--- src/rtl/fetch_pkg.sv ---
// Shared types and helpers for the fetch stage: the queued entry layout and PC arithmetic.
package fetch_pkg;

  localparam int unsigned FETCH_XLEN = 32;
  localparam logic [31:0] NOP_INSTR  = 32'h0000_0013;

  typedef struct packed {
    logic [FETCH_XLEN-1:0] pc;
    logic [31:0]           instr;
  } fetch_entry_t;

  // Next sequential PC; wraps modulo 2^XLEN.
  function automatic logic [FETCH_XLEN-1:0] pc_inc(input logic [FETCH_XLEN-1:0] pc);
    return pc + FETCH_XLEN'(4);
  endfunction

endpackage

--- src/rtl/fetch_fifo.sv ---
// Small synchronous FIFO of fetched {pc, instr} entries with a flush that clears all state.
module fetch_fifo
  import fetch_pkg::*;
#(
  parameter int unsigned FIFO_DEPTH = 2,
  localparam int unsigned PtrW = (FIFO_DEPTH > 1) ? $clog2(FIFO_DEPTH) : 1,
  localparam int unsigned CntW = $clog2(FIFO_DEPTH + 1)
) (
  input  logic               clk,
  input  logic               rst_n,
  input  logic               i_push,
  input  fetch_entry_t       i_push_entry,
  input  logic               i_pop,
  input  logic               i_flush,
  output logic [CntW-1:0]    o_count,
  output logic               o_empty,
  output logic               o_full,
  output fetch_entry_t       o_head
);

  fetch_entry_t            r_mem [FIFO_DEPTH];
  logic [PtrW-1:0]         r_rptr;
  logic [PtrW-1:0]         r_wptr;
  logic [CntW-1:0]         r_count;

  logic                    w_push;
  logic                    w_pop;

  assign o_count = r_count;
  assign o_empty = (r_count == '0);
  assign o_full  = (r_count == CntW'(FIFO_DEPTH));
  assign o_head  = r_mem[r_rptr];

  // A push into a full FIFO is only legal when the head leaves in the same cycle.
  assign w_pop  = i_pop & ~o_empty & ~i_flush;
  assign w_push = i_push & (~o_full | w_pop) & ~i_flush;

  always_ff @(posedge clk or negedge rst_n) begin
    if (!rst_n) begin
      r_rptr  <= '0;
      r_wptr  <= '0;
      r_count <= '0;
    end else if (i_flush) begin
      r_rptr  <= '0;
      r_wptr  <= '0;
      r_count <= '0;
    end else begin
      if (w_push) r_wptr <= r_wptr + PtrW'(1);
      if (w_pop)  r_rptr <= r_rptr + PtrW'(1);
      case ({w_push, w_pop})
        2'b10:   r_count <= r_count + CntW'(1);
        2'b01:   r_count <= r_count - CntW'(1);
        default: r_count <= r_count;
      endcase
    end
  end

  // Storage needs no reset: entries are only visible once counted.
  always_ff @(posedge clk) begin
    if (w_push) r_mem[r_wptr] <= i_push_entry;
  end

endmodule

--- src/rtl/fetch_stage.sv ---
// PC generation and instruction fetch in front of a zero-latency ROM, buffering toward decode.
module fetch_stage
  import fetch_pkg::*;
#(
  parameter int unsigned XLEN       = 32,
  parameter logic [31:0] RESET_PC   = 32'h0000_0000,
  parameter int unsigned FIFO_DEPTH = 2
) (
  input  logic            clk,
  input  logic            rst_n,
  input  logic            fetch_en,
  output logic [XLEN-1:0] imem_addr,
  input  logic [31:0]     imem_rdata,
  input  logic            redirect_valid,
  input  logic [XLEN-1:0] redirect_pc,
  output logic            id_valid,
  input  logic            id_ready,
  output logic [31:0]     id_instr,
  output logic [XLEN-1:0] id_pc,
  output logic [XLEN-1:0] id_pc_plus4
);

  localparam int unsigned CntW = $clog2(FIFO_DEPTH + 1);

  logic [XLEN-1:0] r_pc;
  logic [XLEN-1:0] w_pc_next;
  logic [CntW-1:0] w_count;
  logic            w_empty;
  logic            w_full;
  logic            w_pop;
  logic            w_can_push;
  logic            w_push;
  fetch_entry_t    w_push_entry;
  fetch_entry_t    w_head;

  assign imem_addr = r_pc;

  assign w_pop      = id_valid & id_ready;
  assign w_can_push = fetch_en & (~w_full | w_pop);
  // A redirect discards the word fetched this cycle along with everything queued.
  assign w_push     = w_can_push & ~redirect_valid;

  assign w_push_entry.pc    = r_pc;
  assign w_push_entry.instr = imem_rdata;

  always_comb begin
    w_pc_next = r_pc;
    if (redirect_valid) begin
      w_pc_next = {redirect_pc[XLEN-1:2], 2'b00};
    end else if (w_push) begin
      w_pc_next = pc_inc(r_pc);
    end
  end

  always_ff @(posedge clk or negedge rst_n) begin
    if (!rst_n) begin
      r_pc <= RESET_PC;
    end else begin
      r_pc <= w_pc_next;
    end
  end

  fetch_fifo #(
    .FIFO_DEPTH (FIFO_DEPTH)
  ) u_fetch_fifo (
    .clk          (clk),
    .rst_n        (rst_n),
    .i_push       (w_push),
    .i_push_entry (w_push_entry),
    .i_pop        (w_pop),
    .i_flush      (redirect_valid),
    .o_count      (w_count),
    .o_empty      (w_empty),
    .o_full       (w_full),
    .o_head       (w_head)
  );

  // Decode-facing outputs come only from FIFO state, never from id_ready or redirect_valid.
  always_comb begin
    id_valid    = ~w_empty;
    id_instr    = NOP_INSTR;
    id_pc       = '0;
    id_pc_plus4 = XLEN'(4);
    if (!w_empty) begin
      id_instr    = w_head.instr;
      id_pc       = w_head.pc;
      id_pc_plus4 = pc_inc(w_head.pc);
    end
  end

  logic w_unused_count;
  assign w_unused_count = ^w_count;

endmodule

--- config.mk ---
export PLATFORM = sky130hd
export DESIGN_NAME = fetch_stage
export DESIGN_NICKNAME = d
export VERILOG_FILES = /design/src/rtl/fetch_pkg.sv /design/src/rtl/fetch_fifo.sv /design/src/rtl/fetch_stage.sv
export SDC_FILE = /design/constraint.sdc
export NUM_CORES = 1
export LEC_CHECK = 0
export ABC_AREA = 1
export BUFFER_PORTS_ARGS = -buffer_cell sky130_fd_sc_hd__buf_2
export CORE_ASPECT_RATIO = 0.9
export CORE_MARGIN = 4
export CORE_UTILIZATION = 35
export DETAILED_ROUTE_END_ITERATION = 10
export GPL_ROUTABILITY_DRIVEN = 1
export PLACE_DENSITY_LB_ADDON = 0.12
export REMOVE_ABC_BUFFERS = 1
export SLEW_MARGIN = 10
export SYNTH_ARGS = -nofsm -noshare
export SYNTH_HDL_FRONTEND = slang
export SYNTH_SLANG_ARGS = --single-unit
--- constraint.sdc ---
create_clock -name clk -period 11.32 [get_ports clk]
set_input_delay 2.264 -clock clk [delete_from_list [all_inputs] [get_ports clk]]
set_output_delay 2.264 -clock clk [all_outputs]
set_load 0.05 [all_outputs]
* Word level (Yosys, flattened, before mapping) *
Memories as Yosys holds them, arrays and structs flattened.
Cells that the tools add are included.

storage, ports and cells
  latch bits = 0
  output and inout bits = 129
  ROM bits = 0
  input bits = 69
  word-level logic and storage cells = 44
  memories = 1
  bits in writable memories = 128
  bits in registers = 36

cells by class
  bitwise logic cells = 12
  equality and inequality tests = 3
  div/mod/pow operators = 0
  reductions and logical operators = 5
  multiply operators = 0
  $lt $le $gt $ge = 0
  shift operators = 0
  add/subtract/negate cells = 6
  muxes and demuxes = 13

memory list
  name                depth  width  rd ports  clocked after Yosys merged registers in  wr ports  RTL line          RTL
  u_fetch_fifo.r_mem  2      64     1         0                                        1         fetch_fifo.sv:21  fetch_entry_t r_mem [FIFO_DEPTH];

operators by type and width
  kind                                               count
  two-way mux 32 bit                                 5
  adder 32 x 3 -> 32 bit (second input constant)     2
  AND 1 bit                                          7
  two-way mux 1 bit                                  6
  nonzero test 2 bit                                 3
  == test 2 bit (second input constant)              2
  case mux 2 bit (2 select lines)                    1
  inverter 1 bit                                     3
  nonzero test 3 bit                                 1
  adder 1 bit (second input constant)                2
  adder 2 x 1 -> 2 bit (second input constant)       1
  == test 2 x 1 -> 1 bit (second input constant)     1
  zero test 2 bit                                    1
  two-way mux 2 bit                                  1
  OR 1 bit                                           2
  subtractor 2 x 1 -> 2 bit (second input constant)  1

* Longest topological paths before layout *
  word-level depth = 11
  depth in mapped cells = 14
  gate-level depth less buffers = 13

* Cells and area by module *
Synthesis repeated with hierarchy kept, for this count alone.

unflattened totals
  cells, all modules = 1101
  area total of the unflattened synthesis = 8680.8 um^2

by module, submodules not included
  module       sequential area each (um^2)  area each (um^2)  cells an instance  instances
  fetch_fifo   3943.8                       4893.4            374                1
  fetch_stage  750.7                        3787.4            727                1

* Worst setup path before layout *
No wires, ideal clock.

  path kind = input to register
  from = in id_ready
  to = mem u_fetch_fifo.r_mem[0][0] (netlist bit), enable pin
  slack = 5.651 ns
  path buffers = 0
  setup time = 0.483 ns
  required time = 10.837 ns
  arrival = 5.186 ns
  cell stages on the path = 4
  cell sequence = o21ai_2 > nor2_1 > inv_1 > nor2_1

on the way
  longest elaborated chain between the ends = 8
  elaborated cells on any way between the ends = 11
  classes of those cells = 2 x mux; 9 x bitwise

ends and longest elaborated chain
  item                                       RTL line                             RTL
  start: declaration                         fetch_stage.sv:17                    input logic id_ready,
  AND 1 bit *                                fetch_stage.sv:38                    assign w_pop = id_valid & id_ready;
  OR 1 bit or AND 1 bit (tied branches)      fetch_stage.sv:39, fetch_fifo.sv:35
  AND 1 bit, on equally long branches        fetch_stage.sv:39, fetch_fifo.sv:35
  AND 1 bit or OR 1 bit (tied branches)      fetch_stage.sv:41, fetch_fifo.sv:36
  AND 1 bit * (2 in series)                  fetch_fifo.sv:36                     assign w_push = i_push & (~o_full | w_pop) & ~i_flush;
  two-way mux 1 bit *                        fetch_fifo.sv:60                     if (w_push) r_mem[r_wptr] <= i_push_entry;
  two-way mux 1 bit (not written as such) *  fetch_fifo.sv:60
  end: declaration                           fetch_fifo.sv:21

Mark *: on every way between the ends. The rest lies on a longest branch, timed or not.

* Final worst setup path *
  from = reg u_fetch_fifo.r_rptr
  to = out id_pc_plus4[30]

on the way
  longest elaborated chain between the ends = 3

ends and longest elaborated chain
  item                      RTL line           RTL
  start: declaration        fetch_fifo.sv:22   logic [PtrW-1:0] r_rptr;
  start signal: assignment  fetch_fifo.sv:49   if (w_pop) r_rptr <= r_rptr + PtrW'(1);
  memory (2 x 64 bit)       -
  adder 32 x 3 -> 32 bit    fetch_pkg.sv:14    return pc + FETCH_XLEN'(4);
  two-way mux 32 bit        fetch_stage.sv:84  if (!w_empty) begin
  end: declaration          fetch_stage.sv:20  output logic [XLEN-1:0] id_pc_plus4

Every way passes these cells.

==> results.yml <==
status:
  status: "complete, no violations"
timing:
  setup_violations: 0
  post-route-min-period_ps: 5550
  skew_ps: 12.3
  tightest_slew_ps: 885
  timing.fmax_mhz: 180
  tns_ps: 0
  period_share_pct: 49.0
  hold_viol: 0
  slew_violations: 0
  grt_setup_unrepaired: "no"
  maxSlewHeadroom_pct: 41.0
  worst_hold_slack_ps: 532
detailed_routing:
  drc: 0
  drt_pass1_iterations: 5
  ant_nets: 0
  drt_wl_total_mm: 22.6
  viasPerCell: 4.69
  route.vias.total: 6858
  drtIter0Drc: 340
  avgRoutedWirePerCell_um: 15.4
synthesis:
  synth_area_leaders: "edfxtp_1 (45%), nand2_1 (16%), dfrtp_1 (10%), nor2_1 (5.6%), inv_1 (3.7%)"
  synthDistinctLibCells: 41
  netlist_instances: 970
  ys_seq_area_share_pct: 55.6
  yosys_warnings: 0
  syn_area_per_cell_um2: 8.48
  ys.flop_type: "edfxtp_1"
  syn_area_um2: 8230
  post-synth-top-area-cell: "edfxtp_1"
  synth-seq-cells: 158
  async_flop_share_pct: 21.5
  synth_edf_count: 124
  synth_top_area_share_pct: 45.2
global_routing:
  grt_overflow: 0
  antenna_found_initial: 0
  grt_usage_pct: 17.4
  grt_pass1_wl_mm: 35.5
  grt_max_degree: 82
  grt_pass1_vias: 6358
worst_setup_path:
  crit_required_ps: 9060
  cpPeakStageDelay_ps: 410
  cpMaxStageDelayCell: "inv_8"
  r2r_end: "u_fetch_fifo.r_mem[1][13]$_DFFE_PP_"
  crit_path_end: "id_pc_plus4[30]"
  crit_path_start_kind: "flop"
  rr_worst_depth: 7
  cp.depth: 14
  end_kind: "output pin"
  critical_path_arrival_ps: 3280
  crit_type: "flop to output pin"
  r2r_start: "u_fetch_fifo.o_count[1]$_DFFE_PN0P_"
  cp_common_cell: "nand2_1"
  crit_chain: "buf_4 -> inv_8 -> nand2_1 -> nand2_1 -> ha_1 -> nand2_1 -> nor2_1 -> inv_1 -> nor2_1 -> nand2_1 -> nand2_1 -> nand2_1 -> nor2_1 -> buf_2"
  crit_fanout: 63
  cp_num_buf_inv: 4
  critical-path-top-delay-family: "buffers and inverters"
  r2r_slack_ps: 8430
  cp-startpoint: "u_fetch_fifo.r_rptr$_DFFE_PN0P_"
floorplan:
  dieWidth_um: 170
  ios: 198
  rows: 52
  die_area_um2: 26000
  coreArea_um2: 22800
  start_util_pct: 36.0
  die_h_um: 153
cells_and_area:
  area_growth_pct: 20.8
  num_antenna_cells: 0
  drive_gt1_share_pct: 23.2
  layout.nets: 1224
clocking:
  cts_setup_buffers: 0
  cts_made_buffers: 17
  holdBufCountCts: 0
  ctsHtreeMaxLevel: 4
  clock_path_buffers: 2
  clkTransAtPathRegs_ps: 70
  cts_sinks: 158
  cts_resized: 0
  clockRootBuffer: "clkbuf_16"
  worstSkewPairLatency_ps: 420
  cts_tree: "built"
placed_design:
  hpwlAfterDp_mm: 16.4
  port_buffers: 189
  gp_congestion: 0.875
power_and_ir_drop:
  power_density_nw_per_um2: 189
  p_leak_nw: 4.42
  ir_worst_vdd_mv: 0.0957
hold_path:
  hold_path_class: "flop to flop"
run:
  timing.max_cap.violations: 0
[layout make-up]
| class | instances | area, um2 |
|---|---|---|
| Timing Repair Buffer | 195 | 991 |
| Sequential cell | 158 | 4580 |
| Multi-Input combinational cell | 696 | 3120 |
| Clock buffer | 17 | 425 |
| Tap cell | 297 | 372 |
| Inverter | 85 | 327 |
| Fill cell | 2344 | 12900 |
| Clock inverter | 15 | 135 |
[sequential cells by signal, indices dropped and copies added, names as in the netlist]
signal	flops
u_fetch_fifo.r_wptr	1
u_fetch_fifo.r_rptr	1
u_fetch_fifo.o_count	2
u_fetch_fifo.r_mem	124
imem_addr	30
[report_power, final]
group	internal (mW)	switching, mW
clock	0.305	0.235
combinational	0.129	0.505
sequential	0.670	0.0390
total	1.10	0.778
[kinds of logic (layout without fill, tap and decap cells)]
kind of cell	count (synthesis)	count (layout)	synth area share [%]
AND/OR/NAND/NOR	594	594	29.9
flip-flops	158	158	55.6
buffers and inverters	121	312	6.92
AO/OA/AOI/OAI	73	73	4.99
XOR/XNOR	21	21	2.23
adder cells (fa/ha/maj)	2	2	0.304
other	1	6	0.0456
[worst min path at each step]
stage,depth (start not counted),end,startpoint
after floorplan,2,u_fetch_fifo.o_count[0]$_DFFE_PN0P_,u_fetch_fifo.o_count[0]$_DFFE_PN0P_
after global placement,2,u_fetch_fifo.o_count[0]$_DFFE_PN0P_,u_fetch_fifo.o_count[0]$_DFFE_PN0P_
after detailed placement,2,u_fetch_fifo.o_count[0]$_DFFE_PN0P_,u_fetch_fifo.o_count[0]$_DFFE_PN0P_
after CTS,2,u_fetch_fifo.o_count[0]$_DFFE_PN0P_,u_fetch_fifo.o_count[0]$_DFFE_PN0P_
after global routing,2,u_fetch_fifo.o_count[0]$_DFFE_PN0P_,u_fetch_fifo.o_count[0]$_DFFE_PN0P_
final,2,u_fetch_fifo.o_count[0]$_DFFE_PN0P_,u_fetch_fifo.o_count[0]$_DFFE_PN0P_
[cell usage after synthesis, types with 2 or more instances]
| cell type | count |
|---|---|
| nand2_1 | 361 |
| edfxtp_1 | 124 |
| nor2_1 | 122 |
| inv_1 | 82 |
| nand3_1 | 44 |
| a21oi_1 | 40 |
| dfrtp_1 | 34 |
| nand2_2 | 20 |
| nor3_1 | 17 |
| xor2_1 | 17 |
| clkbuf_1 | 15 |
| o21ai_0 | 12 |
| buf_2 | 8 |
| nor2_2 | 8 |
| buf_4 | 7 |
| nand4_1 | 7 |
| o211ai_1 | 5 |
| nor2_4 | 4 |
| o21ai_1 | 4 |
| xnor2_1 | 4 |
| buf_12 | 3 |
| buf_6 | 3 |
| o21bai_1 | 3 |
| or2_2 | 3 |
| a31oi_1 | 2 |
| ha_1 | 2 |
| inv_2 | 2 |
| nand3_2 | 2 |
| nand3b_1 | 2 |
| o21ai_2 | 2 |
[through the flow]
stage	cells	power, mW	setup WS (ps)	instance area [um2]	util [%]
after detailed placement	1431	1.36	6180	9380	41.1
after floorplan	939	1.18	4930	8010	-
after global placement	1431	1.36	6190	9380	41.1
after CTS	1463	1.90	5710	9940	43.5
after global routing	1463	1.98	5430	9940	43.5
final	1463	1.88	5770	9940	43.5
[placed cells by master (no fill, tap or decap), types with 8 or more instances in the layout]
cell type / count
dfrtp_1: 33
a21oi_1: 40
nor2_2: 8
edfxtp_1: 124
xor2_1: 17
inv_1: 82
clkbuf_16: 17
nand2_1: 361
nor3_1: 17
nand3_1: 44
nand2_2: 20
nor2_1: 120
buf_2: 189
o21ai_0: 12
[tightest hold or removal path: cells and delay by family (launching register included)]
kind	cells	cell delay, ps
and+or+nand+nor	2	110
DFF	1	390
[metal layers]
layer | part of all wire (%) | GRT usage, % | up-vias
met1 | 50 | 26.2 | 3159
li1 | - | - | 3492
met3 | 5.6 | 3.95 | 18
met4 | 1.2 | 3.68 | 0
met5 | 0 | 0 | -
met2 | 43 | 25.5 | 189
Note: power is estimated with default switching activity, not from simulation.
